File: config.mk
export PLATFORM = sky130hd
export DESIGN_NAME = cache_refill_unit
export DESIGN_NICKNAME = d
export VERILOG_FILES = /design/src/rtl/cache_refill_unit.sv
export SDC_FILE = /design/constraint.sdc
export NUM_CORES = 1
export LEC_CHECK = 0
export CELL_PAD_IN_SITES_DETAIL_PLACEMENT = 1
export CELL_PAD_IN_SITES_GLOBAL_PLACEMENT = 2
export CORE_ASPECT_RATIO = 0.6
export CORE_UTILIZATION = 33
export DETAILED_ROUTE_END_ITERATION = 8
export MAX_ROUTING_LAYER = met4
export PLACE_DENSITY_LB_ADDON = 0.1
export SLEW_MARGIN = 25
export SYNTH_ARGS = -nofsm -noshare
export SYNTH_HDL_FRONTEND = slang
export SYNTH_SLANG_ARGS = --single-unit
export TNS_END_PERCENT = 50
File: constraint.sdc
create_clock -name clk_i -period 4.8 [get_ports clk_i]
set_clock_uncertainty 0.1 [all_clocks]
set_input_delay 0.96 -clock clk_i [delete_from_list [all_inputs] [get_ports clk_i]]
set_output_delay 0.96 -clock clk_i [all_outputs]
set_load 0.02 [all_outputs]
File: src/rtl/cache_refill_unit.sv
// Refill engine: turns a cache line miss into single-word bus reads.
// Define CACHE_REFILL_CWF_EN to fetch the critical (addressed) word first.
module cache_refill_unit #(
  parameter int unsigned NrWordsPerLine = 4,
  localparam int unsigned LineSize = 32 * NrWordsPerLine,
  localparam int unsigned BeatBits = $clog2(NrWordsPerLine)
) (
  input  logic                clk_i,
  input  logic                rstn_i,
  input  logic                req_en_i,
  input  logic [31:0]         req_addr_i,
  output logic                line_valid_o,
  output logic [LineSize-1:0] line_data_o,
  output logic                mem_req_valid_o,
  input  logic                mem_req_ready_i,
  output logic [31:0]         mem_req_addr_o,
  input  logic                mem_rsp_valid_i,
  input  logic [31:0]         mem_rsp_data_i
);

  localparam int unsigned TagBits = 30 - BeatBits;

  typedef enum logic [1:0] {
    IDLE,
    REQ,
    RESP,
    DONE
  } state_e;

  state_e state_q, state_d;

  logic [TagBits-1:0]  line_addr_q, line_addr_d;
  logic [BeatBits-1:0] beat_q, beat_d;
  logic [BeatBits-1:0] cnt_q, cnt_d;
  logic                abort_q, abort_d;
  logic                line_valid_q, line_valid_d;
  logic                mem_req_valid_q, mem_req_valid_d;
  logic [31:0]         mem_req_addr_q, mem_req_addr_d;
  logic [LineSize-1:0] line_data_q, line_data_d;

  logic [TagBits-1:0]  req_tag;
  logic [BeatBits-1:0] start_beat;
  logic [BeatBits-1:0] beat_nxt;

  assign req_tag  = req_addr_i[31:BeatBits+2];
  assign beat_nxt = beat_q + BeatBits'(1);

`ifdef CACHE_REFILL_CWF_EN
  logic [1:0] unused_addr;
  assign unused_addr = req_addr_i[1:0];
  assign start_beat  = req_addr_i[BeatBits+1:2];
`else
  logic [BeatBits+1:0] unused_addr;
  assign unused_addr = req_addr_i[BeatBits+1:0];
  assign start_beat  = '0;
`endif

  // Next-state and next-output logic; outputs are registered from *_d.
  // cnt counts responses independently of beat, so wrap order
  // never changes when the refill ends.
  always_comb begin
    state_d         = state_q;
    line_addr_d     = line_addr_q;
    beat_d          = beat_q;
    cnt_d           = cnt_q;
    abort_d         = abort_q;
    line_valid_d    = 1'b0;
    mem_req_valid_d = mem_req_valid_q;
    mem_req_addr_d  = mem_req_addr_q;
    line_data_d     = line_data_q;
    unique case (state_q)
      IDLE: begin
        mem_req_valid_d = 1'b0;
        if (req_en_i) begin
          line_addr_d     = req_tag;
          beat_d          = start_beat;
          cnt_d           = '0;
          abort_d         = 1'b0;
          state_d         = REQ;
          mem_req_valid_d = 1'b1;
          mem_req_addr_d  = {req_tag, start_beat, 2'b00};
        end
      end
      REQ: begin
        if (!req_en_i) abort_d = 1'b1;
        if (mem_req_ready_i) begin
          state_d         = RESP;
          mem_req_valid_d = 1'b0;
        end
      end
      RESP: begin
        if (!req_en_i) abort_d = 1'b1;
        if (mem_rsp_valid_i) begin
          line_data_d[32*beat_q +: 32] = mem_rsp_data_i;
          cnt_d = cnt_q + BeatBits'(1);
          if (&cnt_q) begin
            state_d      = DONE;
            line_valid_d = ~(abort_q | ~req_en_i);
          end else begin
            beat_d          = beat_nxt;
            state_d         = REQ;
            mem_req_valid_d = 1'b1;
            mem_req_addr_d  = {line_addr_q, beat_nxt, 2'b00};
          end
        end
      end
      DONE: begin
        state_d = IDLE;
      end
      default: begin
        state_d = IDLE;
      end
    endcase
  end

  // State and output registers with asynchronous active-low reset.
  always_ff @(posedge clk_i or negedge rstn_i) begin
    if (!rstn_i) begin
      state_q         <= IDLE;
      line_addr_q     <= '0;
      beat_q          <= '0;
      cnt_q           <= '0;
      abort_q         <= 1'b0;
      line_valid_q    <= 1'b0;
      mem_req_valid_q <= 1'b0;
      mem_req_addr_q  <= '0;
      line_data_q     <= '0;
    end else begin
      state_q         <= state_d;
      line_addr_q     <= line_addr_d;
      beat_q          <= beat_d;
      cnt_q           <= cnt_d;
      abort_q         <= abort_d;
      line_valid_q    <= line_valid_d;
      mem_req_valid_q <= mem_req_valid_d;
      mem_req_addr_q  <= mem_req_addr_d;
      line_data_q     <= line_data_d;
    end
  end

  assign line_valid_o    = line_valid_q;
  assign line_data_o     = line_data_q;
  assign mem_req_valid_o = mem_req_valid_q;
  assign mem_req_addr_o  = mem_req_addr_q;

endmodule

==> flow_summary.toml, run 1 <==
[outcome]
run_status = "finished, final reports clean"

[placement]
io_buffers = 224
placed_cell_area_mm2 = 0.0103
hpwl_um = 15300
gp_congestion = 0.782

[routing]
via_count = 5626
detail_route.wl_per_cell_um = 20.1
drt_iter0_markers = 194
drt-total-wl_um = 22800
vias_per_cell = 4.94
first_pass_iters = 4
post-route-drc-count = 0
detail-route-antenna-nets = 0

[worst_setup_path]
cpPeakStageDelay_ns = 0.58
logic_depth_of_the_worst_register_to_register_path = 6
worst_ep_required_time_ns = 5.02
timing.critical_path.fanout_max = 38
cp.arrival_ns = 3.31
rrSetupSlack_ns = 1.71
cpLargestDelayFamily = "multiplexers"
critical_path_buf_inv_count = 2
path_cells = "inv_1 > ha_4 > mux2i_1 > a211oi_4 > buf_4 > mux2_2"
path_depth = 6
timing.setup.critical_path_class = "reg2reg"
endpoint_kind = "flip-flop"
crit_path_start_kind = "flip-flop"
critPathSlowestCell = "sky130_fd_sc_hd__a211oi_4"

[floorplan]
num_io_pins = 231
fp.dieH_um = 121
std_cell_rows = 43
floorplan.initialDensity_pct = 33.6
floorplan.die.width_um = 200
design.core.area_mm2 = 0.0231
dieArea_mm2 = 0.0241

[cts]
clk-insertion-delay-late_ns = 0.43
cts_tree = "built"
clock_sink_count = 193
clk_pin_slew_ns = 0.07
cts_made_buffers = 17
cts_stage_hold_buffer_count = 0
cts.repair_timing.setup_buffer_count = 0
clock-root-buffer = "sky130_fd_sc_hd__clkbuf_16"
post_cts.resized_instances = 0
htreeDepth = 4
ctsLongestPathBuffers = 2

[cells_and_area]
syn_to_final_growth_pct = 40.8
post-route-cell-area_mm2 = 0.0109
drive_above_1_share_pct = 16.4
num-nets-final = 890

[synth]
avgSynthCellArea_um2 = 13.0
dominantRegCellSynth = "sky130_fd_sc_hd__dfrtp_1"
synthDominantAreaCellType = "sky130_fd_sc_hd__dfrtp_1"
synth.yosys.warnings = 0
syn-cell-area_mm2 = 0.00775
async_flop_share_pct = 100
post_synth_edffs = 0
yosys.cell_types.count = 34
sequential_fraction_of_the_synthesis_area_pct = 62.3
netlist_instances = 596
synth_top_cell_area_share_pct = 62.3
postSynthRegisterBits = 193
netlist_top_cells_area = "sky130_fd_sc_hd__dfrtp_1 (62%), sky130_fd_sc_hd__mux2_2 (12%), sky130_fd_sc_hd__a22o_1 (8.8%)"

[global_routing]
globalRouteOverflowTotal = 0
largest_net_degree_at_the_start_of_global_routing = 105
grt_first_pass_wirelength_um = 35500
first_global_vias = 5962
number_of_antenna_violations_at_the_first_check_in_global_routing = 1
grt_util_all_layers_pct = 20.2

[timing]
worst_max_slew_pin_slew_ns = 1.06
timing_max_transition_violations_final = 0
slew_headroom_pct = 29.5
max_freq_ghz = 0.324
final_min_period_over_clock_period_pct = 64.3
setup_viol = 0
timing.final.hold_violations = 0
totalNegativeSetupSlack_ns = 0
rsz0062_at_grt = "false"
min_period_ns = 3.09

[power]
power_density_mw_per_mm2 = 595
cellLeakagePower_nw = 4.59
power.ir.vdd_worst_uv = 279

[worst_hold_path]
worstHoldPathCells = 1
worst_hold_path_type = "reg2reg"

[flow_run]
number_of_maximum_capacitance_constraint_violations = 0
==> per-stage QoR <==
step	hold slack, ns	utilization [%]	setup WS, ns	instances	power [mW]
after floorplan	0.317	-	2.68	597	3.93
after global placement	0.340	44.7	1.36	1106	4.99
after detailed placement	0.348	44.7	1.23	1106	5.09
after CTS	0.362	47.2	1.22	1137	6.56
after global routing	0.389	47.3	1.46	1138	6.84
final	0.366	47.3	1.71	1138	6.49
==> per-layer routing <==
metal  up-vias  share of wire (%)  routed length, µm  global-route usage, %
met5         -                  0                  0                      -
met3        16                6.1               1400                   5.77
met1      2944                 49              11200                   28.4
met2       129                 44              10000                   28.0
li1       2537                  -                  -                      -
met4         0               0.97                221                   5.77
==> placed cells by master (no fill, tap or decap), drive strengths merged, types with 3 or more instances in the layout <==
cell type      count
inv                8
clkbuf            20
clkinvlp           3
a22o              78
clkinv             5
nand3              4
nand2             81
mux2              84
dfrtp            193
nand2b            15
nor2b              3
o21ai             55
clkdlybuf4s50    223
mux2i              4
ha                11
a21oi              3
buf               10
==> registers in the layout, indices dropped and copies added, names as in the netlist <==
signal,count
mem_req_valid_o,1
line_addr_q,28
cnt_q,2
abort_q,1
beat_q,1
line_data_o,128
mem_req_addr_o,29
line_valid_o,1
state_q,2
==> logic make-up (layout without fill, tap and decap cells) <==
| logic type | Yosys count | count (layout) | share of synthesized area (%) |
|---|---|---|---|
| compound gates | 142 | 142 | 13.3 |
| fa+ha+maj | 11 | 11 | 1.78 |
| buf+inv | 46 | 271 | 2.92 |
| flops | 193 | 193 | 62.3 |
| mux | 88 | 88 | 12.7 |
| other cells | 1 | 3 | 0.0484 |
| simple gates | 115 | 115 | 6.91 |
==> power breakdown <==
group | internal [mW] | total, mW | switching [mW]
Clock | 0.795 | 1.44 | 0.649
Combinational | 1.35 | 2.65 | 1.30
Sequential | 2.12 | 2.40 | 0.285
==> synthesized netlist by cell type, types with 3 or more instances <==
| cell | n |
|---|---|
| sky130_fd_sc_hd__inv_1 | 6 |
| sky130_fd_sc_hd__dfrtp_1 | 193 |
| sky130_fd_sc_hd__ha_1 | 11 |
| sky130_fd_sc_hd__a21oi_1 | 3 |
| sky130_fd_sc_hd__clkbuf_1 | 20 |
| sky130_fd_sc_hd__a22o_1 | 78 |
| sky130_fd_sc_hd__buf_6 | 3 |
| sky130_fd_sc_hd__nand2b_1 | 15 |
| sky130_fd_sc_hd__buf_2 | 13 |
| sky130_fd_sc_hd__mux2i_1 | 4 |
| sky130_fd_sc_hd__buf_4 | 4 |
| sky130_fd_sc_hd__o21ai_1 | 15 |
| sky130_fd_sc_hd__nand2_1 | 81 |
| sky130_fd_sc_hd__o21ai_0 | 40 |
| sky130_fd_sc_hd__mux2_2 | 84 |
| sky130_fd_sc_hd__nor2b_1 | 3 |
==> worst paths after layout <==
path,from,endpoint
hold reg to reg,abort_q$_DFFE_PN0P_,line_valid_o$_DFF_PN0_
setup / recovery,state_q[0]$_DFFE_PN0P_,mem_req_addr_o[22]$_DFFE_PN0P_
max in group asynchronous,rstn_i,mem_req_addr_o[12]$_DFFE_PN0P_
setup reg to reg,state_q[0]$_DFFE_PN0P_,mem_req_addr_o[22]$_DFFE_PN0P_
hold / removal,abort_q$_DFFE_PN0P_,line_valid_o$_DFF_PN0_
min in group asynchronous,rstn_i,line_data_o[29]$_DFFE_PN0P_
==> final cells by class <==
class,instances,area [µm²]
Clock inverter,12,133
Sequential cell,193,4830
Antenna cell,1,2.50
Inverter,6,22.5
Clock buffer,19,453
Timing Repair Buffer,234,2330
Tap cell,315,394
Multi-Input combinational cell,358,2750
Fill cell,2348,12200
Note: power is estimated with default switching activity, not from simulation.
==> run 2: changes to the inputs <==
Settings changed: CORE_UTILIZATION 33 to 28.
Clock period 4.8 ns to 2.5 ns, I/O delays scaled along.
==> flow_summary.toml, run 2 (synthesized netlist as in run 1, its figures left out) <==
[timing]
timing_max_transition_violations_final = 0
totalNegativeSetupSlack_ns = 0
slew_headroom_pct = 62.6
worst_max_slew_pin_slew_ns = 0.561
timing.final.hold_violations = 0
min_period_ns = 2.28
max_freq_ghz = 0.438
setup_viol = 0
rsz0062_at_grt = "false"
final_min_period_over_clock_period_pct = 91.3

[global_routing]
grt_util_all_layers_pct = 18.9
largest_net_degree_at_the_start_of_global_routing = 55
globalRouteOverflowTotal = 0
first_global_vias = 6446
number_of_antenna_violations_at_the_first_check_in_global_routing = 0
grt_first_pass_wirelength_um = 38600

[worst_setup_path]
critical_path_buf_inv_count = 2
timing.critical_path.fanout_max = 28
startpoint = "state_q[0]$_DFFE_PN0P_"
cpPeakStageDelay_ns = 0.42
rrSetupSlack_ns = 0.22
critical_register_to_register_path_startpoint = "state_q[0]$_DFFE_PN0P_"
path_depth = 6
worst_ep_required_time_ns = 2.73
critPathSlowestCell = "sky130_fd_sc_hd__dfrtp_1"
timing.rr.end = "mem_req_addr_o[11]$_DFFE_PN0P_"
cp.arrival_ns = 2.52
cpLargestDelayFamily = "multiplexers"
crit_path_start_kind = "flip-flop"
endpoint_kind = "flip-flop"
critical_path.endpoint = "mem_req_addr_o[11]$_DFFE_PN0P_"
path_cells = "inv_1 > ha_1 > mux2i_1 > a211oi_4 > buf_12 > mux2_2"
timing.setup.critical_path_class = "reg2reg"
logic_depth_of_the_worst_register_to_register_path = 6

[power]
cellLeakagePower_nw = 4.72
internal_power_mw = 8.60
total_switching_power_mw = 4.36
power_density_mw_per_mm2 = 1150
design_power_total_mw = 13.0
sw_frac_of_total_pct = 33.6
clock_power_share_pct = 23.8
seqPwrFrac_pct = 35.5
power.ir.vdd_worst_uv = 550
comb_power_share_pct = 40.7

[placement]
hpwl_um = 17600
io_buffers = 224
dp.cells = 1166
gp_congestion = 0.781

[cts]
clock-root-buffer = "sky130_fd_sc_hd__clkbuf_16"
clk-insertion-delay-late_ns = 0.44
clock_sink_count = 193
cts_made_buffers = 17
ctsLongestPathBuffers = 2
cts.repair_timing.setup_buffer_count = 0
clk_pin_slew_ns = 0.07
post_cts.resized_instances = 0
htreeDepth = 4
cts_tree = "built"
cts_stage_hold_buffer_count = 1

[floorplan]
fp.dieH_um = 131
std_cell_rows = 46
dieArea_mm2 = 0.0284
design.core.area_mm2 = 0.0268
num_io_pins = 231
floorplan.initialDensity_pct = 28.9
floorplan.die.width_um = 217

[cells_and_area]
num-nets-final = 906
drive_above_1_share_pct = 18.0
diodes = 0
mostFrequentLayoutCell = "sky130_fd_sc_hd__clkdlybuf4s50_1"
largest_reg_flops = 128
syn_to_final_growth_pct = 44.9
final_cell_count_without_fillers = 1199
layout.cells.most_common_list = "sky130_fd_sc_hd__clkdlybuf4s50_1 (223), sky130_fd_sc_hd__dfrtp_1 (193), sky130_fd_sc_hd__mux2_2 (84)"

[routing]
first_pass_iters = 4
detail_route.wl_per_cell_um = 20.8
via_count = 5680
drt-total-wl_um = 24900
drt_iter0_markers = 236
post-route-drc-count = 0
vias_per_cell = 4.74
detail-route-antenna-nets = 0

[worst_hold_path]
worstHoldPathCells = 1
worst_hold_path_type = "reg2reg"

[outcome]
run_status = "finished, final reports clean"

[flow_run]
number_of_maximum_capacitance_constraint_violations = 0
==> run 2: changes by cell type in the layout (fill, tap and decap cells not counted), sizes merged <==
| cell | previous run | this run |
|---|---|---|
| buf | 10 | 25 |
| bufinv | 2 | 5 |
| clkbuf | 20 | 21 |
| clkinv | 5 | 2 |
| clkinvlp | 3 | 2 |
| diode | 1 | 0 |
| dlygate4sd3 | 0 | 1 |
| inv | 8 | 9 |
==> run 2: final cells by class <==
| cell class | instances | area, µm² |
|---|---|---|
| sequential | 193 | 4830 |
| clock buffer | 20 | 457 |
| timing repair buffer | 250 | 2530 |
| multi-input combinational | 358 | 2740 |
| clock inverter | 12 | 201 |
| fill | 2839 | 15600 |
| tap | 360 | 450 |
| inverter | 6 | 22.5 |
==> run 2: power groups by stage <==
stage          Sequential, mW  Combinational (mW)  Clock (mW)
6_report                 4.60                5.28        3.08
5_1_grt                  4.73                5.66        3.30
4_1_cts                  4.62                5.37        3.18
3_5_place_dp             4.66                5.35           0
3_3_place_gp             4.59                5.21           0
2_1_floorplan            5.36                2.20           0
==> run 2: worst min-delay path by stage <==
stage / endpoint / slack, ns / from
2_1_floorplan: abort_q$_DFFE_PN0P_ / 0.10 / rstn_i
3_3_place_gp: line_valid_o$_DFF_PN0_ / 0.34 / abort_q$_DFFE_PN0P_
3_5_place_dp: line_valid_o$_DFF_PN0_ / 0.35 / abort_q$_DFFE_PN0P_
4_1_cts: line_valid_o$_DFF_PN0_ / 0.37 / abort_q$_DFFE_PN0P_
5_1_grt: line_valid_o$_DFF_PN0_ / 0.40 / abort_q$_DFFE_PN0P_
6_report: line_valid_o$_DFF_PN0_ / 0.37 / abort_q$_DFFE_PN0P_
==> run 2: metal layers <==
layer  vias up  routed length, µm  global-route usage [%]
li1       2571                  -                       -
met1      2950              12000                    25.1
met2       133              11200                    27.9
met3        26               1370                    5.32
met4         0                351                    6.01
met5         -                  0                       -
==> run 2: metrics by stage <==
step	hold WS (ns)	setup WS [ns]	util [%]	instance area, µm²
2_1_floorplan	0.104	0.457	-	7760
5_1_grt	0.400	0.113	41.9	11200
4_1_cts	0.374	0.200	41.9	11200
3_5_place_dp	0.350	0.0420	39.4	10600
3_3_place_gp	0.338	0.102	39.4	10600
6_report	0.370	0.216	41.9	11200
==> run 3: changes to the inputs <==
Settings changed: CORE_MARGIN from default to 3.
==> flow_summary.toml, run 3 (synthesized netlist as in run 1, its figures left out) <==
[routing]
first_pass_iters = 4
via_count = 5659
drt_iter0_markers = 271
vias_per_cell = 4.74
drt-total-wl_um = 24800
detail-route-antenna-nets = 0
post-route-drc-count = 0
detail_route.wl_per_cell_um = 20.8

[power]
power.ir.vdd_worst_uv = 473
power_density_mw_per_mm2 = 1130
cellLeakagePower_nw = 4.67
design_power_total_mw = 12.6

[floorplan]
floorplan.initialDensity_pct = 28.9
fp.dieH_um = 135
std_cell_rows = 46
design.core.area_mm2 = 0.0268
dieArea_mm2 = 0.0298
floorplan.die.width_um = 221
num_io_pins = 231

[outcome]
run_status = "finished, final reports clean"

[cts]
cts_made_buffers = 17
post_cts.resized_instances = 0
clk_pin_slew_ns = 0.07
ctsLongestPathBuffers = 2
cts.repair_timing.setup_buffer_count = 0
cts_stage_hold_buffer_count = 1
clock_sink_count = 193
clock-root-buffer = "sky130_fd_sc_hd__clkbuf_16"
clk-insertion-delay-late_ns = 0.43
htreeDepth = 4
cts_tree = "built"

[worst_setup_path]
crit_path_start_kind = "flip-flop"
rrSetupSlack_ns = 0.26
endpoint_kind = "flip-flop"
cp.arrival_ns = 2.46
timing.critical_path.fanout_max = 30
worst_ep_required_time_ns = 2.72
timing.setup.critical_path_class = "reg2reg"

[global_routing]
largest_net_degree_at_the_start_of_global_routing = 81
grt_util_all_layers_pct = 17.7
first_global_vias = 6342
number_of_antenna_violations_at_the_first_check_in_global_routing = 0
grt_first_pass_wirelength_um = 39200
globalRouteOverflowTotal = 0

[timing]
rsz0062_at_grt = "false"
timing_max_transition_violations_final = 0
worst_max_slew_pin_slew_ns = 0.543
setup_viol = 0
final_min_period_over_clock_period_pct = 89.7
slew_headroom_pct = 63.8
min_period_ns = 2.24
timing.final.hold_violations = 0
totalNegativeSetupSlack_ns = 0
max_freq_ghz = 0.446

[cells_and_area]
num-fill-cells = 2828
final-seq-area_mm2 = 0.00483
layout.cells.most_common_list = "sky130_fd_sc_hd__clkdlybuf4s50_1 (223), sky130_fd_sc_hd__dfrtp_1 (193), sky130_fd_sc_hd__mux2_2 (84)"
diodes = 0
largest_reg_flops = 128
syn_to_final_growth_pct = 43.6
drive_above_1_share_pct = 17.4
num-nets-final = 903
mostFrequentLayoutCell = "sky130_fd_sc_hd__clkdlybuf4s50_1"
multiInputGateArea_mm2 = 0.00274

[placement]
io_buffers = 224
gp_congestion = 0.779
hpwl_um = 17800

[worst_hold_path]
worst_hold_path_type = "in2async"

[flow_run]
number_of_maximum_capacitance_constraint_violations = 0
run 3: cell types whose count changed in the layout (fill, tap and decap cells not counted):
cell                         delta
sky130_fd_sc_hd__clkbuf_8       +1
sky130_fd_sc_hd__inv_6          -3
sky130_fd_sc_hd__inv_8          +1
sky130_fd_sc_hd__clkinvlp_4     +1
sky130_fd_sc_hd__bufinv_16      -3
sky130_fd_sc_hd__clkbuf_1       +2
sky130_fd_sc_hd__buf_4          -3
run 3: layout make-up:
cell class	instances	share of cell area, %
Clock buffer	23	4.29
Multi-Input combinational cell	358	24.6
Clock inverter	8	0.933
Sequential cell	193	43.4
Tap cell	360	4.04
Timing Repair Buffer	247	22.5
Inverter	6	0.202
run 3: metrics by stage:
step | setup slack (ns) | instance area [µm²] | cells | utilization [%] | hold slack, ns
after CTS | 0.234 | 11100 | 1195 | 41.5 | 0.330
after detailed placement | 0.0546 | 10500 | 1163 | 39.3 | 0.248
after global placement | 0.117 | 10500 | 1163 | 39.3 | 0.247
after global routing | 0.113 | 11100 | 1195 | 41.5 | 0.343
final | 0.257 | 11100 | 1195 | 41.5 | 0.357
after floorplan | 0.457 | 7760 | 597 | - | 0.104
run 3: critical path, cell delays in order (launching register included):
cell and delay [ns]:
sky130_fd_sc_hd__dfrtp_1 0.42, sky130_fd_sc_hd__inv_1 0.15, sky130_fd_sc_hd__ha_2 0.33, sky130_fd_sc_hd__mux2i_1 0.20, sky130_fd_sc_hd__a211oi_4 0.29, sky130_fd_sc_hd__buf_12 0.26
sky130_fd_sc_hd__mux2_2 0.36
run 3: layer usage:
metal / track usage (%) / share of wire, % / vias up
met5: - / 0 / -
met4: 5.07 / 1.5 / 0
met3: 5.56 / 6.1 / 25
met2: 26.8 / 47 / 133
met1: 23.0 / 46 / 2934
li1: - / - / 2567
run 3: power by group:
group	internal [mW]	switching [mW]	total [mW]	leakage, nW
registers	4.06	0.535	4.60	2.50
logic	2.67	2.55	5.22	1.88
clock network	1.55	1.20	2.75	0.277
total	8.29	4.28	12.6	4.67
run 3: path summary, 6_finish.rpt:
| check | from | end | cells past startpoint |
|---|---|---|---|
| max reg2reg | state_q[0]$_DFFE_PN0P_ | mem_req_addr_o[30]$_DFFE_PN0P_ | 6 |
| min in group clk_i | abort_q$_DFFE_PN0P_ | line_valid_o$_DFF_PN0_ | 1 |
| min | rstn_i | line_data_o[76]$_DFFE_PN0P_ | 2 |
| min reg2reg | abort_q$_DFFE_PN0P_ | line_valid_o$_DFF_PN0_ | 1 |
| max | state_q[0]$_DFFE_PN0P_ | mem_req_addr_o[30]$_DFFE_PN0P_ | 6 |
| max in group asynchronous | rstn_i | line_data_o[40]$_DFFE_PN0P_ | 3 |
